[src/rtl/oam_dma.sv]
// OAM DMA engine: copies a 256-byte CPU page into sprite OAM.
// Optional even-cycle alignment state enabled by OAM_DMA_ALIGN_EN.
module oam_dma (
  input  logic        CLK,
  input  logic        RESET_N,
  input  logic        reg_w,
  input  logic [7:0]  reg_data,
  input  logic        cpu_cycle_odd,
  output logic [15:0] mem_addr,
  input  logic [7:0]  mem_rdata,
  output logic        mem_w,
  output logic [7:0]  oam_addr,
  output logic [7:0]  oam_data,
  output logic        oam_w,
  output logic        cpu_stall,
  output logic        done
);

  typedef enum logic [2:0] {
    S_IDLE,
    S_DUMMY,
    S_ALIGN,
    S_READ,
    S_WRITE
  } state_e;

  state_e     state_q, state_d;
  logic [7:0] page_q, page_d;
  logic [7:0] idx_q, idx_d;
  logic [7:0] byte_q, byte_d;
  logic [7:0] oa_q, oa_d;
  logic [7:0] od_q, od_d;
  logic       done_q, done_d;
  logic       align_go;

`ifdef OAM_DMA_ALIGN_EN
  assign align_go = cpu_cycle_odd;
`else
  logic unused_odd;
  assign unused_odd = cpu_cycle_odd;
  assign align_go   = 1'b0;
`endif

  always_ff @(posedge CLK or negedge RESET_N) begin
    if (!RESET_N) begin
      state_q <= S_IDLE;
      page_q  <= '0;
      idx_q   <= '0;
      byte_q  <= '0;
      oa_q    <= '0;
      od_q    <= '0;
      done_q  <= 1'b0;
    end else begin
      state_q <= state_d;
      page_q  <= page_d;
      idx_q   <= idx_d;
      byte_q  <= byte_d;
      oa_q    <= oa_d;
      od_q    <= od_d;
      done_q  <= done_d;
    end
  end

  always_comb begin
    state_d = state_q;
    page_d  = page_q;
    idx_d   = idx_q;
    byte_d  = byte_q;
    oa_d    = oa_q;
    od_d    = od_q;
    done_d  = 1'b0;
    unique case (state_q)
      S_IDLE: begin
        if (reg_w) begin
          page_d  = reg_data;
          idx_d   = '0;
          state_d = S_DUMMY;
        end
      end
      S_DUMMY: state_d = align_go ? S_ALIGN : S_READ;
      S_ALIGN: state_d = S_READ;
      S_READ: begin
        byte_d  = mem_rdata;
        state_d = S_WRITE;
      end
      S_WRITE: begin
        oa_d  = idx_q;
        od_d  = byte_q;
        idx_d = idx_q + 8'd1;
        if (idx_q == 8'hFF) begin
          state_d = S_IDLE;
          done_d  = 1'b1;
        end else begin
          state_d = S_READ;
        end
      end
      default: state_d = S_IDLE;
    endcase
  end

  // Page and index concatenate directly: page FF never wraps to 00
  assign mem_addr  = (state_q == S_READ) ? {page_q, idx_q} : 16'h0000;
  assign mem_w     = 1'b0;
  assign oam_w     = (state_q == S_WRITE);
  assign oam_addr  = oam_w ? idx_q : oa_q;
  assign oam_data  = oam_w ? byte_q : od_q;
  assign cpu_stall = (state_q != S_IDLE);
  assign done      = done_q;

endmodule

[config.mk]
export PLATFORM = sky130hd
export DESIGN_NAME = oam_dma
export DESIGN_NICKNAME = d
export VERILOG_FILES = /design/src/rtl/oam_dma.sv
export SDC_FILE = /design/constraint.sdc
export NUM_CORES = 1
export LEC_CHECK = 0
export ABC_AREA = 1
export BUFFER_PORTS_ARGS = -buffer_cell sky130_fd_sc_hd__buf_4
export CAP_MARGIN = 20
export CORE_MARGIN = 2
export CORE_UTILIZATION = 55
export CTS_CLUSTER_DIAMETER = 60
export DETAILED_ROUTE_END_ITERATION = 6
export GPL_TIMING_DRIVEN = 0
export PLACE_DENSITY = 0.89
export SETUP_SLACK_MARGIN = 0.05
export SLEW_MARGIN = 0
export SYNTH_ARGS = -nofsm -noshare
export SYNTH_HDL_FRONTEND = slang
export SYNTH_SLANG_ARGS = --single-unit
[constraint.sdc]
create_clock -name CLK -period 3.5 [get_ports CLK]
set_input_delay 0.35 -clock CLK [delete_from_list [all_inputs] [get_ports CLK]]
set_output_delay 0.35 -clock CLK [all_outputs]
set_load 0.05 [all_outputs]
**Word level (Yosys, flattened, before mapping)**

Index checks and enable logic that the tools add are counted.

- Flip-flop bits (word level): 44
- Output and inout bits: 36

- $add $sub $neg: 1
- Equality and inequality tests: 6
- Reductions and logical operators: 6
- Mux-type cells: 10

Operators with widths:

| cell | number |
|---|---|
| $mux W8 | 3 |
| $mux W16 | 1 |
| $pmux W8 S2 | 1 |
| $pmux W3 S4 | 1 |
| $add A8 B1 Y8 const B | 1 |
| $eq A8 B8 Y1 const B | 1 |
| $eq A3 B2 Y1 const B | 2 |
| $reduce_and A2 Y1 | 2 |
| $eq A3 B1 Y1 const B | 1 |
| $eq A3 B3 Y1 const B | 1 |
| $logic_not A3 Y1 | 1 |
| $mux W3 | 1 |
| $reduce_bool A3 Y1 | 1 |
| $mux W1 | 2 |
| $mux W2 | 1 |
| $ne A2 B2 Y1 const B | 1 |
| $reduce_bool A2 Y1 | 1 |
| $reduce_or A2 Y1 | 1 |

**Depth between registers and ports, before layout**

Gate-level depths: netlist of the first run.

- Word-level depth: 3
- Gate-level depth with buffers: 7
- Depth with buffers taken out: 7

**Least setup slack after synthesis of the first run**

Ideal clock, no wire load.

- Path type: register -> output
- From: reg state_q[2]
- To: out mem_addr[0]
- Arrival time: 1575 ps
- Buffers on the path: 1
- Data required time: 3150 ps
- Cell stages (with the launch flop): 5
- Slack: 1575 ps
- Cell sequence: dfrtp_1 inv_1 nand3_2 buf_6 nor2_1

- Cells in the longest elaborated chain, start to end: 2

RTL lines:

| what | line | RTL |
|---|---|---|
| start: declaration | 27 | `state_e state_q, state_d;` |
| start signal: assignment | 54 | `state_q <= state_d;` |
| $eq A3 B2 Y1 | 102 | `assign mem_addr = (state_q == S_READ) ? {page_q, idx_q} : 16'h0000;` |
| $mux W16 | 102 |  |
| end: declaration | 9 | `output logic [15:0] mem_addr,` |

Every way passes these cells.

**Worst setup path after layout of the first run**

- From: reg state_q[1]
- To: out oam_data[4]

- Cells in the longest elaborated chain, start to end: 2

RTL lines:

| what | line | RTL |
|---|---|---|
| $eq A3 B3 Y1 | 104 | `assign oam_w = (state_q == S_WRITE);` |
| $mux W8 | n/a |  |
| end: declaration | 13 | `output logic [7:0] oam_data,` |

Every way passes these cells.

==> flow_metrics.env, run 1 <==
export IMPL_status="complete, no violations"
export IMPL_firstDrtPassIters=4
export IMPL_cts_tree="built"
export IMPL_busiest_layer="met2"
export IMPL_drv_slew=0
export IMPL_synth_area_per_cell_um2=8.786
export IMPL_nets=311
export IMPL_start_kind="flop"
export IMPL_io_buffer_count=53
export IMPL_synth_edf_count=0
export IMPL_synth_top_area_cell="dfrtp_1"
export IMPL_post_cts_buffers=0
export IMPL_dieArea_mm2=0.004175
export IMPL_grt_use_total_pct=21.84
export IMPL_netlist_instances=230
export IMPL_hpwl_um=2981
export IMPL_routed_via_count=1687
export IMPL_root_buffer="clkbuf_8"
export IMPL_yosysWarningCount=0
export IMPL_antenna_left=0
export IMPL_rows=22
export IMPL_worst_setup_path_type="flop to output pin"
export IMPL_cts_num_sinks=44
export IMPL_yosysUniqueCellTypes=27
export IMPL_dieWidth_um=64.62
export IMPL_htreeDepth=2
export IMPL_cts_resized=0
export IMPL_drtIter0Drc=111
export IMPL_netlist_area_leader_share_pct=54.49
export IMPL_critical_path_required_ns=3.15
export IMPL_final_hold_violation_count=0
export IMPL_setup_violations_final=0
export IMPL_fmax_mhz=478.4
export IMPL_powerDensity_mw_per_mm2=986.1
export IMPL_synth_common_cells="nand2_1 (83), dfrtp_1 (44), nor2_1 (29), inv_1 (21), nand3_1 (10)"
export IMPL_path_clk_slew_ns=0.07
export IMPL_grt_antenna_before_repair=0
export IMPL_end_kind="output pin"
export IMPL_drt_total_wl_um=4101
export IMPL_grt_met2_usage_pct=35.55
export IMPL_grt_remaining_overflow=0
export IMPL_hold_path_class="primary input to async pin"
export IMPL_synthTopCellsByArea="dfrtp_1 (54%), nand2_1 (15%), nor2_1 (5.4%)"
export IMPL_ys_seq_elements=44
export IMPL_floorplan_initialDensity_pct=56.04
export IMPL_ios=56
export IMPL_ys_async_sr_fraction_pct=100.0
export IMPL_synth_most_common_cell="nand2_1"
export IMPL_arrival_ns=1.74
export IMPL_ir_worst_vdd_mv=0.6681
export IMPL_relSlewSlack_pct=65.53
export IMPL_fin_worst_skew_ns=0.003031
export IMPL_cts_hold_buf=0
export IMPL_tns_ns=0
export IMPL_grt_max_degree=45
export IMPL_fillers=296
export IMPL_core_mm2=0.003606
export IMPL_first_global_vias=1600
export IMPL_clock_path_buffers=2
export IMPL_synthesis_nets=251
export IMPL_path_max_fanout=10
export IMPL_netlist_area_mm2=0.002021
export IMPL_dominantRegCellSynth="dfrtp_1"
export IMPL_viasPerCell=4.976
export IMPL_min_period_ns=2.091
export IMPL_drc_errors=0
export IMPL_period_share_pct=59.73
export IMPL_wl_per_cell_um=12.10
export IMPL_syn2layout_area_growth_pct=27.12
export IMPL_rsz0062_at_grt="false"
export IMPL_power_leakage_nw=1.376
export IMPL_finalPower_mw=2.533
export IMPL_grt_pass1_wl_um=6969
export IMPL_die_h_um=64.62
export IMPL_use_met3_pct=5.035
export IMPL_gr_usage_met1_pct=27.95
export IMPL_gp_congestion=0.8047
export IMPL_clk_latency_ns=0.29
export IMPL_worst_pin_slew_ns=0.5170
export IMPL_diodes=0
export IMPL_layout_drive_gt1_share_pct=31.27
export IMPL_max_cap_violations=0
export IMPL_seq_area_frac_synth_pct=54.49
export IMPL_cts_inserted_buffers=5
[metrics by stage]
step           setup slack, ns  hold slack, ns  util (%)  instance area [um^2]  instances
6_report                 1.409         0.03368     71.24                  2569        339
2_1_floorplan            1.575         0.05441         -                  2021        230
3_5_place_dp             1.736          0.3641     68.74                  2479        331
3_3_place_gp             1.771          0.3726     68.74                  2479        331
4_1_cts                  1.404         0.04868     71.24                  2569        339
5_1_grt                  1.305         0.06724     71.24                  2569        339
[worst paths after layout]
path,from,endpoint,slack [ns],depth (start not counted)
max,state_q[1],oam_data[4],1.41,7
min in group CLK,mem_rdata[5],byte_q[5],0.25,3
max in group asynchronous,RESET_N,oa_q[2],3.12,1
max reg2reg,idx_q[1],state_q[1],2.12,6
min reg2reg,oa_q[7],oa_q[7],0.47,2
min,RESET_N,byte_q[2],0.03,1
[worst max-delay path: stages (launching register included)]
cell and delay [ns]:
dfrtp_1 0.45, nor2_4 0.23, nand2_4 0.15, inv_6 0.12
buf_8 0.13, nand2_1 0.06, nand2_1 0.09, buf_4 0.21
[registers in the layout (all words and copies together) (netlist names)]
signal	cells
idx_q	8
page_q	8
byte_q	8
od_q	8
state_q	3
done	1
oa_q	8
[routing by layer]
layer | wire length, um | share of wire (%)
met1 | 1786 | 44
met2 | 1980 | 48
met3 | 260 | 6.3
met4 | 74 | 1.8
met5 | 0 | 0
[layout make-up]
type / instances / area [um^2] / share of cell area, %
sequential: 44 / 1101 / 42.86
multi-input combinational: 156 / 749.5 / 29.18
timing repair buffer: 53 / 397.9 / 15.49
inverter: 23 / 91.34 / 3.556
clock buffer: 8 / 90.09 / 3.507
buffer: 7 / 78.83 / 3.069
tap: 48 / 60.06 / 2.338
[cell families after synthesis]
family | share of synthesized area, %
and+or+nand+nor | 27.43
DFF | 54.49
buffers and inverters | 8.421
AOI/OAI and AO/OA | 8.855
adders and majority gates | 0.6191
other | 0.1856
[cells in the final DEF (no fill, tap or decap), drive strengths merged, types with 2 or more instances in the layout]
master	n
nor2	31
nor3	2
nand3	12
inv	23
nand2	86
clkbuf	8
dfrtp	44
o21ai	12
a21oi	8
buf	60
[where the power goes]
group          internal [mW]  switching, mW
Combinational          0.421          0.998
Clock                  0.161          0.155
Sequential             0.705         0.0925
Power figures use the tool's default switching activity.
==> run 2, diff against run 1 <==
--- a/config.mk
+++ b/config.mk
@@ -9,11 +9,11 @@
 export BUFFER_PORTS_ARGS = -buffer_cell sky130_fd_sc_hd__buf_4
 export CAP_MARGIN = 20
 export CORE_MARGIN = 2
-export CORE_UTILIZATION = 55
+export CORE_UTILIZATION = 46
 export CTS_CLUSTER_DIAMETER = 60
 export DETAILED_ROUTE_END_ITERATION = 6
 export GPL_TIMING_DRIVEN = 0
-export PLACE_DENSITY = 0.89
+export PLACE_DENSITY = 0.8
 export SETUP_SLACK_MARGIN = 0.05
 export SLEW_MARGIN = 0
 export SYNTH_ARGS = -nofsm -noshare
==> constraint.sdc (replaced) <==
create_clock -name CLK -period 1.9 [get_ports CLK]
set_input_delay 0.19 -clock CLK [delete_from_list [all_inputs] [get_ports CLK]]
set_output_delay 0.19 -clock CLK [all_outputs]
set_load 0.05 [all_outputs]
==> run 2 against run 1 <==
Effect of this change:
- die area rose by 18%
- non-clock buffer count rose by 7
- highest routed layer unchanged
- wire length rose by 3.8%
- largest cell class unchanged
- core utilization fell by 9.2 points
- largest power group unchanged
- clock skew rose by 0.0015 ns
- global-route usage fell by 2.8 points
==> flow_metrics.env, run 2 (same netlist as run 1, synthesis figures left out) <==
export IMPL_diodes=0
export IMPL_min_period_ns=1.765
export IMPL_cts_inserted_buffers=5
export IMPL_gp_congestion=0.8313
export IMPL_start_kind="flop"
export IMPL_power_leakage_nw=1.414
export IMPL_multi_input_area_um2=749.5
export IMPL_rows=24
export IMPL_viasPerCell=4.769
export IMPL_path_max_fanout=10
export IMPL_first_global_vias=1684
export IMPL_routed_via_count=1669
export IMPL_critical_path_required_ns=1.71
export IMPL_fmax_mhz=566.6
export IMPL_layout_drive_gt1_share_pct=33.56
export IMPL_io_buffer_count=53
export IMPL_floorplan_initialDensity_pct=47.06
export IMPL_grt_max_degree=45
export IMPL_mostFrequentLayoutCell="nand2_1"
export IMPL_die_h_um=70.28
export IMPL_dieArea_mm2=0.004939
export IMPL_wl_per_cell_um=12.16
export IMPL_hpwl_um=2971
export IMPL_arrival_ns=1.57
export IMPL_grt_remaining_overflow=0
export IMPL_drt_total_wl_um=4256
export IMPL_cts_num_sinks=44
export IMPL_drv_slew=0
export IMPL_syn2layout_area_growth_pct=31.89
export IMPL_relSlewSlack_pct=62.90
export IMPL_drc_errors=0
export IMPL_grt_antenna_before_repair=0
export IMPL_max_cap_violations=0
export IMPL_hold_path_class="primary input to flop"
export IMPL_grt_use_total_pct=18.99
export IMPL_finalPower_mw=4.822
export IMPL_regArea_mm2=0.001104
export IMPL_cts_tree="built"
export IMPL_period_share_pct=92.89
export IMPL_root_buffer="clkbuf_8"
export IMPL_clock_path_buffers=2
export IMPL_powerDensity_mw_per_mm2=1809
export IMPL_worst_setup_path_type="flop to output pin"
export IMPL_htreeDepth=2
export IMPL_clk_latency_ns=0.29
export IMPL_status="complete, no violations"
export IMPL_nets=318
export IMPL_final_hold_violation_count=0
export IMPL_path_clk_slew_ns=0.08
export IMPL_rsz0062_at_grt="true"
export IMPL_worst_pin_slew_ns=0.5565
export IMPL_fillers=378
export IMPL_firstDrtPassIters=4
export IMPL_mostFrequentLayoutCells="nand2_1 (83), buf_4 (52), dfrtp_1 (42), nor2_1 (29), inv_1 (20)"
export IMPL_ir_worst_vdd_mv=1.093
export IMPL_core_mm2=0.004294
export IMPL_setup_violations_final=0
export IMPL_tns_ns=0
export IMPL_drtIter0Drc=74
export IMPL_fin_worst_skew_ns=0.004518
export IMPL_grt_pass1_wl_um=7479
export IMPL_end_kind="output pin"
export IMPL_dieWidth_um=70.28
export IMPL_ios=56
export IMPL_antenna_left=0
run 2: changes by cell type in the layout (fill, tap and decap cells not counted), moves of 2 or more:
| cell | previous run | this run |
|---|---|---|
| dfrtp_1 | 44 | 42 |
| buf_6 | 3 | 12 |
| buf_4 | 55 | 52 |
| dfrtp_2 | 0 | 2 |
run 2: worst max-delay path, stage by stage, from the launching register on:
cell,delay [ns]
dfrtp_2,0.44
nor2_4,0.15
nand2_4,0.12
buf_4,0.21
o21ai_2,0.18
buf_6,0.18
run 2: final cells by class:
type	count	share of cell area (%)
Sequential cell	44	41.41
Tap cell	52	2.441
Clock buffer	8	3.380
Multi-Input combinational cell	156	28.12
Buffer	7	2.958
Timing Repair Buffer	60	18.26
Inverter	23	3.427
run 2: through the flow:
stage               hold slack (ns)  std cells  setup WS [ns]  area, um^2  util [%]
floorplan                   -0.1056        230         0.1352        2021         -
global placement             0.2186        335         0.3340        2484     57.84
detailed placement           0.2198        335         0.3080        2484     57.84
CTS                         0.07807        345        0.06062        2591     60.34
global route                 0.1013        350        0.03245        2665     62.06
finish                      0.08615        350         0.1350        2665     62.06
run 2: worst paths after layout:
kind | slack [ns] | cells after the start | to | startpoint
hold / removal | 0.09 | 3 | byte_q[0] | mem_rdata[0]
min in group asynchronous | 0.41 | 2 | od_q[1] | RESET_N
setup reg to reg | 0.53 | 6 | state_q[1] | idx_q[1]
max in group asynchronous | 1.07 | 2 | state_q[1] | RESET_N
hold reg to reg | 0.48 | 2 | oa_q[4] | oa_q[4]
setup / recovery | 0.14 | 5 | oam_addr[7] | state_q[0]
run 2: timing repair:
item / CTS / global route
resized for setup: 0 / 12
hold endpoints to repair: 44 / 0
hold buffers: 1 / 0
endpoints found under the setup margin: 15 / 31
pin swaps: 1 / 0
setup buffers: 1 / 5
run 2: routing by layer:
| layer | GRT usage [%] | up-vias | wire, um |
|---|---|---|---|
| li1 | - | 839 | - |
| met1 | 25.07 | 783 | 1950 |
| met2 | 31.13 | 41 | 2034 |
| met3 | 3.896 | 6 | 217 |
| met4 | 6.410 | 0 | 54 |
| met5 | 0 | - | 0 |
run 2: power breakdown:
| part | internal [mW] | total [mW] | switching (mW) | leakage [nW] |
|---|---|---|---|---|
| sequential | 1.30 | 1.47 | 0.167 | 0.545 |
| combinational | 0.892 | 2.75 | 1.86 | 0.823 |
| clock | 0.297 | 0.604 | 0.307 | 0.0455 |
==> run 3, diff against run 2 <==
--- a/config.mk
+++ b/config.mk
@@ -8,12 +8,14 @@
 export ABC_AREA = 1
 export BUFFER_PORTS_ARGS = -buffer_cell sky130_fd_sc_hd__buf_4
 export CAP_MARGIN = 20
+export CORE_ASPECT_RATIO = 0.6
 export CORE_MARGIN = 2
-export CORE_UTILIZATION = 46
+export CORE_UTILIZATION = 55
 export CTS_CLUSTER_DIAMETER = 60
 export DETAILED_ROUTE_END_ITERATION = 6
 export GPL_TIMING_DRIVEN = 0
-export PLACE_DENSITY = 0.8
+export HOLD_SLACK_MARGIN = 0.15
+export PLACE_DENSITY = 0.89
 export SETUP_SLACK_MARGIN = 0.05
 export SLEW_MARGIN = 0
 export SYNTH_ARGS = -nofsm -noshare
==> constraint.sdc (replaced) <==
create_clock -name CLK -period 2.2 [get_ports CLK]
set_input_delay 0.22 -clock CLK [delete_from_list [all_inputs] [get_ports CLK]]
set_output_delay 0.22 -clock CLK [all_outputs]
set_load 0.05 [all_outputs]
==> run 3 against run 2 <==
Effect of this change:
- critical endpoint is now mem_addr[3]
- register-to-register slack improved by 0.33 ns
- die area shrank 15%
- clock skew down 0.00078 ns
- sequential share of layout area hardly changed
- total power is 15% lower
- via count rose by 0.90%
- global-route usage up 3.3 points
- final cell count fell by 1.7%
- non-clock buffer count rose by 2
- clock power fell by 12%
==> flow_metrics.env, run 3 (same netlist as run 1, synthesis figures left out) <==
export IMPL_critical_path_required_ns=1.98
export IMPL_viasPerCell=4.895
export IMPL_rows=16
export IMPL_start_kind="flop"
export IMPL_first_global_vias=1485
export IMPL_hold_path_class="primary input to flop"
export IMPL_powerDensity_mw_per_mm2=1534
export IMPL_stdcell_area_mm2=0.002661
export IMPL_relSlewSlack_pct=64.47
export IMPL_hold_slack_ns=0.1629
export IMPL_cpLargestDelayFamily="buffers and inverters"
export IMPL_path_clk_slew_ns=0.08
export IMPL_period_share_pct=89.59
export IMPL_tns_ns=0
export IMPL_critPathMaxStageDelay_ns=0.42
export IMPL_mostFrequentLayoutCell="nand2_1"
export IMPL_drt_total_wl_um=4233
export IMPL_wl_per_cell_um=12.31
export IMPL_cts_num_sinks=44
export IMPL_power_leakage_nw=1.419
export IMPL_fmax_mhz=507.3
export IMPL_diodes=0
export IMPL_worst_setup_path_type="flop to output pin"
export IMPL_ir_worst_vdd_mv=1.114
export IMPL_core_mm2=0.003383
export IMPL_end_kind="output pin"
export IMPL_path_max_fanout=10
export IMPL_layout_drive_gt1_share_pct=30.77
export IMPL_nets=320
export IMPL_antenna_left=0
export IMPL_min_period_ns=1.971
export IMPL_place_area_mm2=0.002475
export IMPL_rsz0062_at_grt="false"
export IMPL_drtIter0Drc=68
export IMPL_cp_cell_sequence="inv_1 > nand3_2 > buf_6 > nor2_1 > buf_4"
export IMPL_grt_remaining_overflow=0
export IMPL_grt_use_total_pct=22.30
export IMPL_root_buffer="clkbuf_8"
export IMPL_dieArea_mm2=0.004191
export IMPL_final_hold_violation_count=0
export IMPL_gp_congestion=0.9038
export IMPL_syn2layout_area_growth_pct=31.70
export IMPL_clk_latency_ns=0.30
export IMPL_hpwl_um=3012
export IMPL_dieWidth_um=82.25
export IMPL_cp_slowest_cell="dfrtp_1"
export IMPL_firstDrtPassIters=4
export IMPL_routed_via_count=1684
export IMPL_ios=56
export IMPL_worst_pin_slew_ns=0.5329
export IMPL_drc_errors=0
export IMPL_grt_max_degree=45
export IMPL_path_buf_inv=3
export IMPL_io_buffer_count=53
export IMPL_setup_violations_final=0
export IMPL_htreeDepth=2
export IMPL_status="complete, no violations"
export IMPL_grt_pass1_wl_um=6789
export IMPL_post_cts_buffers=0
export IMPL_mostFrequentLayoutCells="nand2_1 (83), buf_4 (55), dfrtp_1 (44), nor2_1 (29), inv_1 (21)"
export IMPL_cts_tree="built"
export IMPL_max_cap_violations=0
export IMPL_grt_antenna_before_repair=0
export IMPL_fin_worst_skew_ns=0.003742
export IMPL_drv_slew=0
export IMPL_cts_inserted_buffers=5
export IMPL_die_h_um=50.95
export IMPL_floorplan_initialDensity_pct=59.73
export IMPL_arrival_ns=1.75
export IMPL_clock_path_buffers=2
-- run 3: cell types whose count changed in the layout (fill, tap and decap cells not counted), moves of 2 or more --
cell           change
dlygate4sd3_1      +8
dfrtp_1            +2
buf_4              +3
buf_6              -9
clkbuf_1           -2
dfrtp_2            -2
-- run 3: worst paths after layout --
kind                             startpoint          end  slack (ns)  depth (start not counted)
worst max register to register   state_q[2]    byte_q[3]        0.86                          5
worst min-delay path            reg_data[3]    page_q[3]        0.16                          3
min in group asynchronous           RESET_N      oa_q[2]        0.43                          2
worst max-delay path             state_q[2]  mem_addr[3]        0.23                          5
worst min register to register      oa_q[1]      oa_q[1]        0.47                          2
max in group asynchronous           RESET_N    byte_q[6]        1.39                          2
-- run 3: report_power, final --
group	internal [mW]	total (mW)	switching, mW
logic	0.681	2.28	1.60
registers	1.12	1.27	0.150
clock network	0.279	0.533	0.254
total	2.08	4.08	2.00
-- run 3: cell type report --
type,instances,area (um^2)
well taps,45,56.30
inverters,23,91.34
plain buffers,7,78.83
multi-input cells,156,749.5
fillers,231,721.9
clock buffers,7,96.34
flip-flops and latches,44,1101
repair buffers,62,488.0
-- run 3: what timing repair did --
action                                 4_1_cts  5_1_grt
endpoints found under the hold margin       52        0
hold buffers                                 9        0
gates resized for setup                      0        0
-- run 3: worst reg2reg max path: stages, from the launching register on --
cell and delay, ns:
dfrtp_1 0.42, inv_1 0.24, nand3_2 0.25, buf_6 0.22
nand2_1 0.07, nand2_1 0.05
-- run 3: through the flow --
step | total power [mW] | cells | worst slack, ns | util [%]
finish | 4.082 | 344 | 0.2290 | 78.66
global route | 4.330 | 344 | 0.1272 | 78.66
CTS | 4.101 | 344 | 0.2328 | 78.66
detailed placement | 3.550 | 328 | 0.5812 | 73.15
global placement | 3.494 | 328 | 0.6164 | 73.15
floorplan | 2.932 | 230 | 0.4052 | -
-- run 3: per-layer routing --
layer | wire length, um | global-route usage [%] | vias to the layer above
met5 | 0 | 0 | -
li1 | - | - | 850
met2 | 1779 | 32.26 | 58
met3 | 300 | 5.300 | 8
met4 | 59 | 8.889 | 0
met1 | 2093 | 32.47 | 768
